File: src/rtl/load_store_unit.sv
// RV32 load/store stage: accepts one memory instruction, runs a req/ack bus access,
// aligns and extends load data, and reports completion with a fault code.
module load_store_unit #(
  parameter int DATA_W  = 32,
  parameter int TIMEOUT = 16
) (
  input  logic              clk,
  input  logic              rst_n,
  input  logic              req_valid,
  input  logic              is_load,
  input  logic              is_store,
  input  logic [2:0]        funct3,
  input  logic [DATA_W-1:0] addr,
  input  logic [DATA_W-1:0] store_data,
  output logic              mem_req,
  output logic              mem_we,
  output logic [DATA_W-1:0] mem_addr,
  output logic [3:0]        mem_be,
  output logic [DATA_W-1:0] mem_wdata,
  input  logic              mem_ack,
  input  logic [DATA_W-1:0] mem_rdata,
  output logic [DATA_W-1:0] load_data,
  output logic              stall,
  output logic              done,
  output logic [1:0]        fault
);

  typedef enum logic [1:0] {IDLE, ACCESS, DONE} state_t;

  localparam logic [7:0] LAST_CNT = 8'(TIMEOUT - 1);

  state_t            state_q, state_d;
  logic              mem_req_q, mem_req_d;
  logic              mem_we_q, mem_we_d;
  logic [DATA_W-1:0] mem_addr_q, mem_addr_d;
  logic [3:0]        mem_be_q, mem_be_d;
  logic [DATA_W-1:0] mem_wdata_q, mem_wdata_d;
  logic [DATA_W-1:0] load_data_q, load_data_d;
  logic [1:0]        fault_q, fault_d;
  logic [7:0]        cnt_q, cnt_d;
  logic [1:0]        off_q, off_d;
  logic [2:0]        f3_q, f3_d;
  logic              load_q, load_d;

  logic              req_in, illegal, misaligned;
  logic [3:0]        be_new;
  logic [DATA_W-1:0] wdata_new, shifted, ext;

  assign req_in = req_valid & (is_load | is_store);

  // Request decode; loads take priority when both type strobes are high.
  always_comb begin
    illegal    = is_load ? (funct3 == 3'b011 || funct3[2:1] == 2'b11)
                         : (funct3[2] || funct3[1:0] == 2'b11);
    misaligned = (funct3[1:0] == 2'b01 && addr[0]) ||
                 (funct3[1:0] == 2'b10 && addr[1:0] != 2'b00);
    be_new     = 4'b1111;
    wdata_new  = store_data;
    case (funct3[1:0])
      2'b00: begin
        be_new    = 4'b0001 << addr[1:0];
        wdata_new = {(DATA_W/8){store_data[7:0]}};
      end
      2'b01: begin
        be_new    = 4'b0011 << addr[1:0];
        wdata_new = {(DATA_W/16){store_data[15:0]}};
      end
      default: ;
    endcase
  end

  always_comb begin
    shifted = mem_rdata >> {off_q, 3'b000};
    case (f3_q)
      3'b000:  ext = {{(DATA_W-8){shifted[7]}}, shifted[7:0]};
      3'b001:  ext = {{(DATA_W-16){shifted[15]}}, shifted[15:0]};
      3'b100:  ext = {{(DATA_W-8){1'b0}}, shifted[7:0]};
      3'b101:  ext = {{(DATA_W-16){1'b0}}, shifted[15:0]};
      default: ext = shifted;
    endcase
  end

  always_comb begin
    state_d     = state_q;
    mem_req_d   = mem_req_q;
    mem_we_d    = mem_we_q;
    mem_addr_d  = mem_addr_q;
    mem_be_d    = mem_be_q;
    mem_wdata_d = mem_wdata_q;
    load_data_d = load_data_q;
    fault_d     = fault_q;
    cnt_d       = cnt_q;
    off_d       = off_q;
    f3_d        = f3_q;
    load_d      = load_q;
    stall       = 1'b0;
    done        = 1'b0;
    case (state_q)
      IDLE: begin
        if (req_in) begin
          stall  = 1'b1;
          off_d  = addr[1:0];
          f3_d   = funct3;
          load_d = is_load;
          if (illegal || misaligned) begin
            fault_d = illegal ? 2'b11 : 2'b01;
            state_d = DONE;
            if (is_load) load_data_d = '0;
          end else begin
            state_d     = ACCESS;
            mem_req_d   = 1'b1;
            mem_we_d    = ~is_load;
            mem_addr_d  = {addr[DATA_W-1:2], 2'b00};
            mem_be_d    = is_load ? 4'b0000 : be_new;
            mem_wdata_d = is_load ? '0 : wdata_new;
            cnt_d       = '0;
            fault_d     = 2'b00;
          end
        end
      end
      ACCESS: begin
        stall = 1'b1;
        cnt_d = cnt_q + 8'd1;
        // An ack on the final allowed cycle still completes cleanly.
        if (mem_ack) begin
          mem_req_d = 1'b0;
          fault_d   = 2'b00;
          state_d   = DONE;
          if (load_q) load_data_d = ext;
        end else if (cnt_q == LAST_CNT) begin
          mem_req_d = 1'b0;
          fault_d   = 2'b10;
          state_d   = DONE;
          if (load_q) load_data_d = '0;
        end
      end
      DONE: begin
        done    = 1'b1;
        state_d = IDLE;
      end
      default: state_d = IDLE;
    endcase
  end

  always_ff @(posedge clk or negedge rst_n) begin
    if (!rst_n) begin
      state_q     <= IDLE;
      mem_req_q   <= 1'b0;
      mem_we_q    <= 1'b0;
      mem_addr_q  <= '0;
      mem_be_q    <= 4'b0000;
      mem_wdata_q <= '0;
      load_data_q <= '0;
      fault_q     <= 2'b00;
      cnt_q       <= '0;
      off_q       <= 2'b00;
      f3_q        <= 3'b000;
      load_q      <= 1'b0;
    end else begin
      state_q     <= state_d;
      mem_req_q   <= mem_req_d;
      mem_we_q    <= mem_we_d;
      mem_addr_q  <= mem_addr_d;
      mem_be_q    <= mem_be_d;
      mem_wdata_q <= mem_wdata_d;
      load_data_q <= load_data_d;
      fault_q     <= fault_d;
      cnt_q       <= cnt_d;
      off_q       <= off_d;
      f3_q        <= f3_d;
      load_q      <= load_d;
    end
  end

  assign mem_req   = mem_req_q;
  assign mem_we    = mem_we_q;
  assign mem_addr  = mem_addr_q;
  assign mem_be    = mem_be_q;
  assign mem_wdata = mem_wdata_q;
  assign load_data = load_data_q;
  assign fault     = fault_q;

endmodule

File: config.mk
export PLATFORM = sky130hd
export DESIGN_NAME = load_store_unit
export DESIGN_NICKNAME = d
export VERILOG_FILES = /design/src/rtl/load_store_unit.sv
export SDC_FILE = /design/constraint.sdc
export NUM_CORES = 1
export LEC_CHECK = 0
export BUFFER_PORTS_ARGS = -buffer_cell sky130_fd_sc_hd__buf_2
export CAP_MARGIN = 25
export CORE_AREA = 2 2 117 119
export DETAILED_ROUTE_END_ITERATION = 7
export DIE_AREA = 0 0 119 121
export PLACE_DENSITY_LB_ADDON = 0.25
export SLEW_MARGIN = 20
export SYNTH_ARGS = -nofsm -noshare
export SYNTH_HDL_FRONTEND = slang
export SYNTH_SLANG_ARGS = --single-unit
File: constraint.sdc
create_clock -name clk -period 1.7 [get_ports clk]
set_input_delay 0.17 -clock clk [delete_from_list [all_inputs] [get_ports clk]]
set_output_delay 0.17 -clock clk [all_outputs]
set_load 0.005 [all_outputs]
## After elaboration in Yosys (flattened, before gate mapping)

Cells that the tools add are included.

- Register bits after elaboration: 118
- Input bits: 105
- Logic and storage cells: 90

- Add/sub/neg operators: 1
- Equal/unequal tests: 17
- Shift-type cells: 3
- Mux-type cells: 35
- Bitwise gates (word level): 4
- Reductions and logical operators: 18

Operator list:

| operator | count |
|---|---|
| $mux W32 | 8 |
| $pmux W32 S2 | 2 |
| $pmux W32 S4 | 1 |
| $shr A32 B5 Y32 | 1 |
| $mux W2 | 8 |
| $mux W8 | 2 |
| $pmux W8 S2 | 1 |
| $ne A2 B2 Y1 const B | 5 |
| $reduce_and A3 Y1 | 3 |
| $add A8 B1 Y8 const B | 1 |
| $eq A2 B2 Y1 const B | 4 |
| $eq A8 B4 Y1 const B | 1 |
| $pmux W2 S2 | 2 |
| $pmux W4 S2 | 1 |
| $mux W1 | 7 |
| $eq A3 B3 Y1 const B | 2 |
| $reduce_and A6 Y1 | 1 |
| $eq A2 B1 Y1 const B | 2 |
| $logic_not A2 Y1 | 2 |
| $logic_or A1 B1 Y1 | 4 |
| $mux W4 | 1 |
| $pmux W1 S2 | 2 |
| $reduce_and A2 Y1 | 2 |
| $reduce_and A4 Y1 | 1 |
| 11 further kinds | 14 |

## Depth between registers and ports, before layout

- Depth after elaboration: 7
- Depth in mapped cells: 8
- Mapped depth without buffers: 6

## Least setup slack after synthesis

No wires, ideal clock.

- Path kind: register to register
- Start point: register off_q[1]
- End point: register load_data_q[25], in the netlist load_data[25]
- Library setup time: 0.128 ns
- Arrival: 1.664 ns
- Data required time: 1.572 ns
- Setup slack: -0.091 ns
- Cell stages (with the launch flop): 8
- Buffers on the path: 2
- Path through: dfrtp_1 buf_4 nor2b_1 buf_2 a2bb2oi_1 a2111oi_4 a21o_1 mux2_1

- Word-level cells in the longest chain between the ends: 5

RTL lines:

| what | line | RTL |
|---|---|---|
| from (decl) | 41 | `logic [1:0] off_q, off_d;` |
| from (signal assigned) | 156 | `off_q <= 2'b00;` |
| from (signal assigned) | 169 | `off_q <= off_d;` |
| $shr A32 B5 Y32 | 73 | `shifted = mem_rdata >> {off_q, 3'b000};` |
| $pmux W32 S4 | 74 | `case (f3_q)` |
| $mux W32 | 129 | `if (load_q) load_data_d = ext;` |
| $mux W32 | 125 | `if (mem_ack) begin` |
| $pmux W32 S2 | 98 | `case (state_q)` |
| to (signal assigned) | 166 | `load_data_q <= load_data_d;` |
| to (decl) | 38 | `logic [DATA_W-1:0] load_data_q, load_data_d;` |

Every way passes these cells. The select of a mux whose other input is x is not followed.
A chain may end at the register's enable or synchronous reset.

## Worst setup path in the final report

- Start point: register off_q[0]
- End point: register load_data_q[19], in the netlist load_data[19]

The elaborated chain is that of the path after synthesis.

==> impl_metrics.json <==
{
  "cts_root_buf": "clkbuf_16",
  "power_mw": 10.5,
  "port_buffers": 208,
  "p_per_area_nw_per_um2": 1230,
  "cts.path.max_buffers": 2,
  "ys.flop_type": "dfrtp_1",
  "dr.pass1.iters": 4,
  "fin_nets": 975,
  "insertion_delay_ns": 0.41,
  "vias": 5471,
  "worst_setup_path_start_kind": "flop",
  "setup_tns_ns": -4.03,
  "holdWs_ns": 0.0483,
  "hold_viol": 0,
  "stdcell_count": 1057,
  "final-max-slew-violation-count": 0,
  "yosysSeqAreaShare_pct": 50.7,
  "htree_num_levels": 4,
  "postRouteAntennaNets": 0,
  "gp_congestion": 0.848,
  "fin_crit_sh_pct": 110,
  "ios": 211,
  "violations": "negative setup slack",
  "rows": 42,
  "end_kind": "flop",
  "min_path_type": "in -> reg",
  "place_area_um2": 7470,
  "syn-cell-area_um2": 5820,
  "synth.avg_cell_area_um2": 10.0,
  "outcome": "finished with violations",
  "synth.distinct_cells": 50,
  "synth_edf_count": 0,
  "n_antenna_cell": 0,
  "synthToLayoutAreaGrowth_pct": 47.6,
  "critical_path_class": "reg -> reg",
  "cts_made_buffers": 17,
  "synthArstFlopShare_pct": 100,
  "synthCells": 581,
  "grt_pass1_wl_um": 27900,
  "rsz0062_at_grt": "true",
  "required_ns": 1.99,
  "drive_above_1_share_pct": 41.4,
  "power.leakage_nw": 4.66,
  "grt-ovfl-total": 0,
  "slew_headroom_pct": 53.2,
  "grt_max_degree": 45,
  "fin_area_um2": 8600,
  "fin_crit_ns": 1.86,
  "ys_ff_latch": 118,
  "cts.clk_slew.worst_paths_ns": 0.05,
  "core_um2": 13100,
  "critical_path.max_fanout": 7,
  "cts_tree": "done",
  "cts_sinks": 118,
  "antenna_found_initial": 1,
  "max_clock_freq_ghz": 0.537,
  "wl_per_cell_um": 16.6,
  "crit_arrival_ns": 2.15,
  "track_usage_pct": 24.8,
  "start_util_pct": 44.5,
  "routed_wirelength_um": 17600,
  "grt_pass1_vias": 5603,
  "yosys_warnings": 0,
  "worst_pin_slew_ns": 0.700,
  "via_per_inst": 5.18,
  "dieHeight_um": 121,
  "max-cap-violations": 0,
  "setup_viol": 31,
  "drtIter0Drc": 341,
  "ir_drop_mv": 0.746,
  "place_inst": 987,
  "worst_slack_ns": -0.163,
  "die_area_um2": 14400,
  "drc": 0,
  "hpwl_um": 12000,
  "die_w_um": 119,
  "fin_worst_skew_ns": 0.00792
}
## Yosys cell counts, drive strengths merged, types with 2 or more instances
library cell	number	area [um^2]
nand2	146	551
nor2b	11	68.8
mux2	34	383
o21ai	21	105
nand3b	2	27.5
and3	4	25.0
and2	3	18.8
nor2	37	139
inv	8	30.0
a21oi	15	75.1
nand2b	2	12.5
buf	26	156
nand3	7	40.0
o31ai	29	223
a211oi	23	173
clkbuf	15	56.3
a2111oi	2	42.5
dfrtp	118	2950
mux2i	44	440
xor2	6	52.6
a21o	9	67.6
## registers in the layout (all words and copies together) (netlist names)
| signal | flops |
|---|---|
| cnt_q | 8 |
| mem_wdata | 32 |
| f3_q | 3 |
| off_q | 2 |
| load_q | 1 |
| fault | 2 |
| mem_req | 1 |
| state_q | 2 |
| mem_addr | 30 |
| mem_we | 1 |
| load_data | 32 |
| mem_be | 4 |
## cell usage in the layout (no fill, tap or decap), types with 19 or more instances in the layout
cell type and n:
dfrtp_1 116, mux2_4 20, a211oi_1 23, o31ai_1 28
buf_2 207, dlygate4sd3_1 31, nor2_1 37, buf_4 55
nand2_1 144, mux2i_1 44, clkbuf_16 19
## what timing repair did
item / in CTS / in global routing
hold buffers: 31 / 0
cloned: 1 / 2
setup endpoints to repair: 41 / 95
setup buffers: 3 / 3
pin swaps: 4 / 5
endpoints found under the hold margin: 62 / 0
resized for setup: 29 / 13
## metrics by stage
step,setup slack (ns),utilization [%]
finish,-0.163,65.7
global route,-0.221,65.7
CTS,-0.149,64.8
detailed placement,-0.217,57.1
global placement,-0.144,57.1
floorplan,-0.0247,-
## path summary, 6_finish.rpt
kind / endpoint / startpoint / slack (ns) / cells after the start
max: load_data[19] / off_q[0] / -0.16 / 6
min in group asynchronous: load_data[13] / rst_n / 0.28 / 2
min reg2reg: mem_addr[3] / mem_addr[3] / 0.47 / 2
max in group asynchronous: off_q[0] / rst_n / 0.78 / 3
max reg2reg: load_data[19] / off_q[0] / -0.16 / 6
min: mem_wdata[1] / store_data[1] / 0.05 / 3
## layer usage
layer  global-route usage, %  vias to the layer above  share of wire (%)
met1                    29.7                     2602                 40
li1                        -                     2580                  -
met3                    7.10                       38                7.2
met5                       0                        -                  0
met4                    11.5                        0                3.1
met2                    41.5                      251                 49
## power breakdown
part	switching (mW)	internal, mW	leakage [nW]
Sequential	0.445	3.52	1.55
Combinational	1.64	1.70	2.85
Clock	1.21	2.03	0.263
## critical path: stages (launching register included)
cell       delay, ns
dfrtp_2         0.45
buf_6           0.13
mux2i_1         0.20
a2bb2oi_2       0.25
a2111o_1        0.32
o21ai_1         0.12
mux2_2          0.28
## area by class of cell
class,count,area [um^2]
inverter,9,33.8
multi-input combinational,414,2800
fill,1055,4490
sequential,118,2960
clock buffer,22,454
timing repair buffer,309,2060
clock inverter,9,80.1
tap,176,220
## kinds of logic after synthesis
| group | synth area share (%) |
|---|---|
| muxes | 14.5 |
| adders and majority gates | 0.215 |
| and+or+nand+nor | 16.4 |
| DFF | 50.7 |
| AOI/OAI and AO/OA | 13.0 |
| buffers and inverters | 4.23 |
| other | 0.0644 |
| xor gates and xnor gates | 0.902 |
No activity file was read; power rests on OpenSTA's default activity.
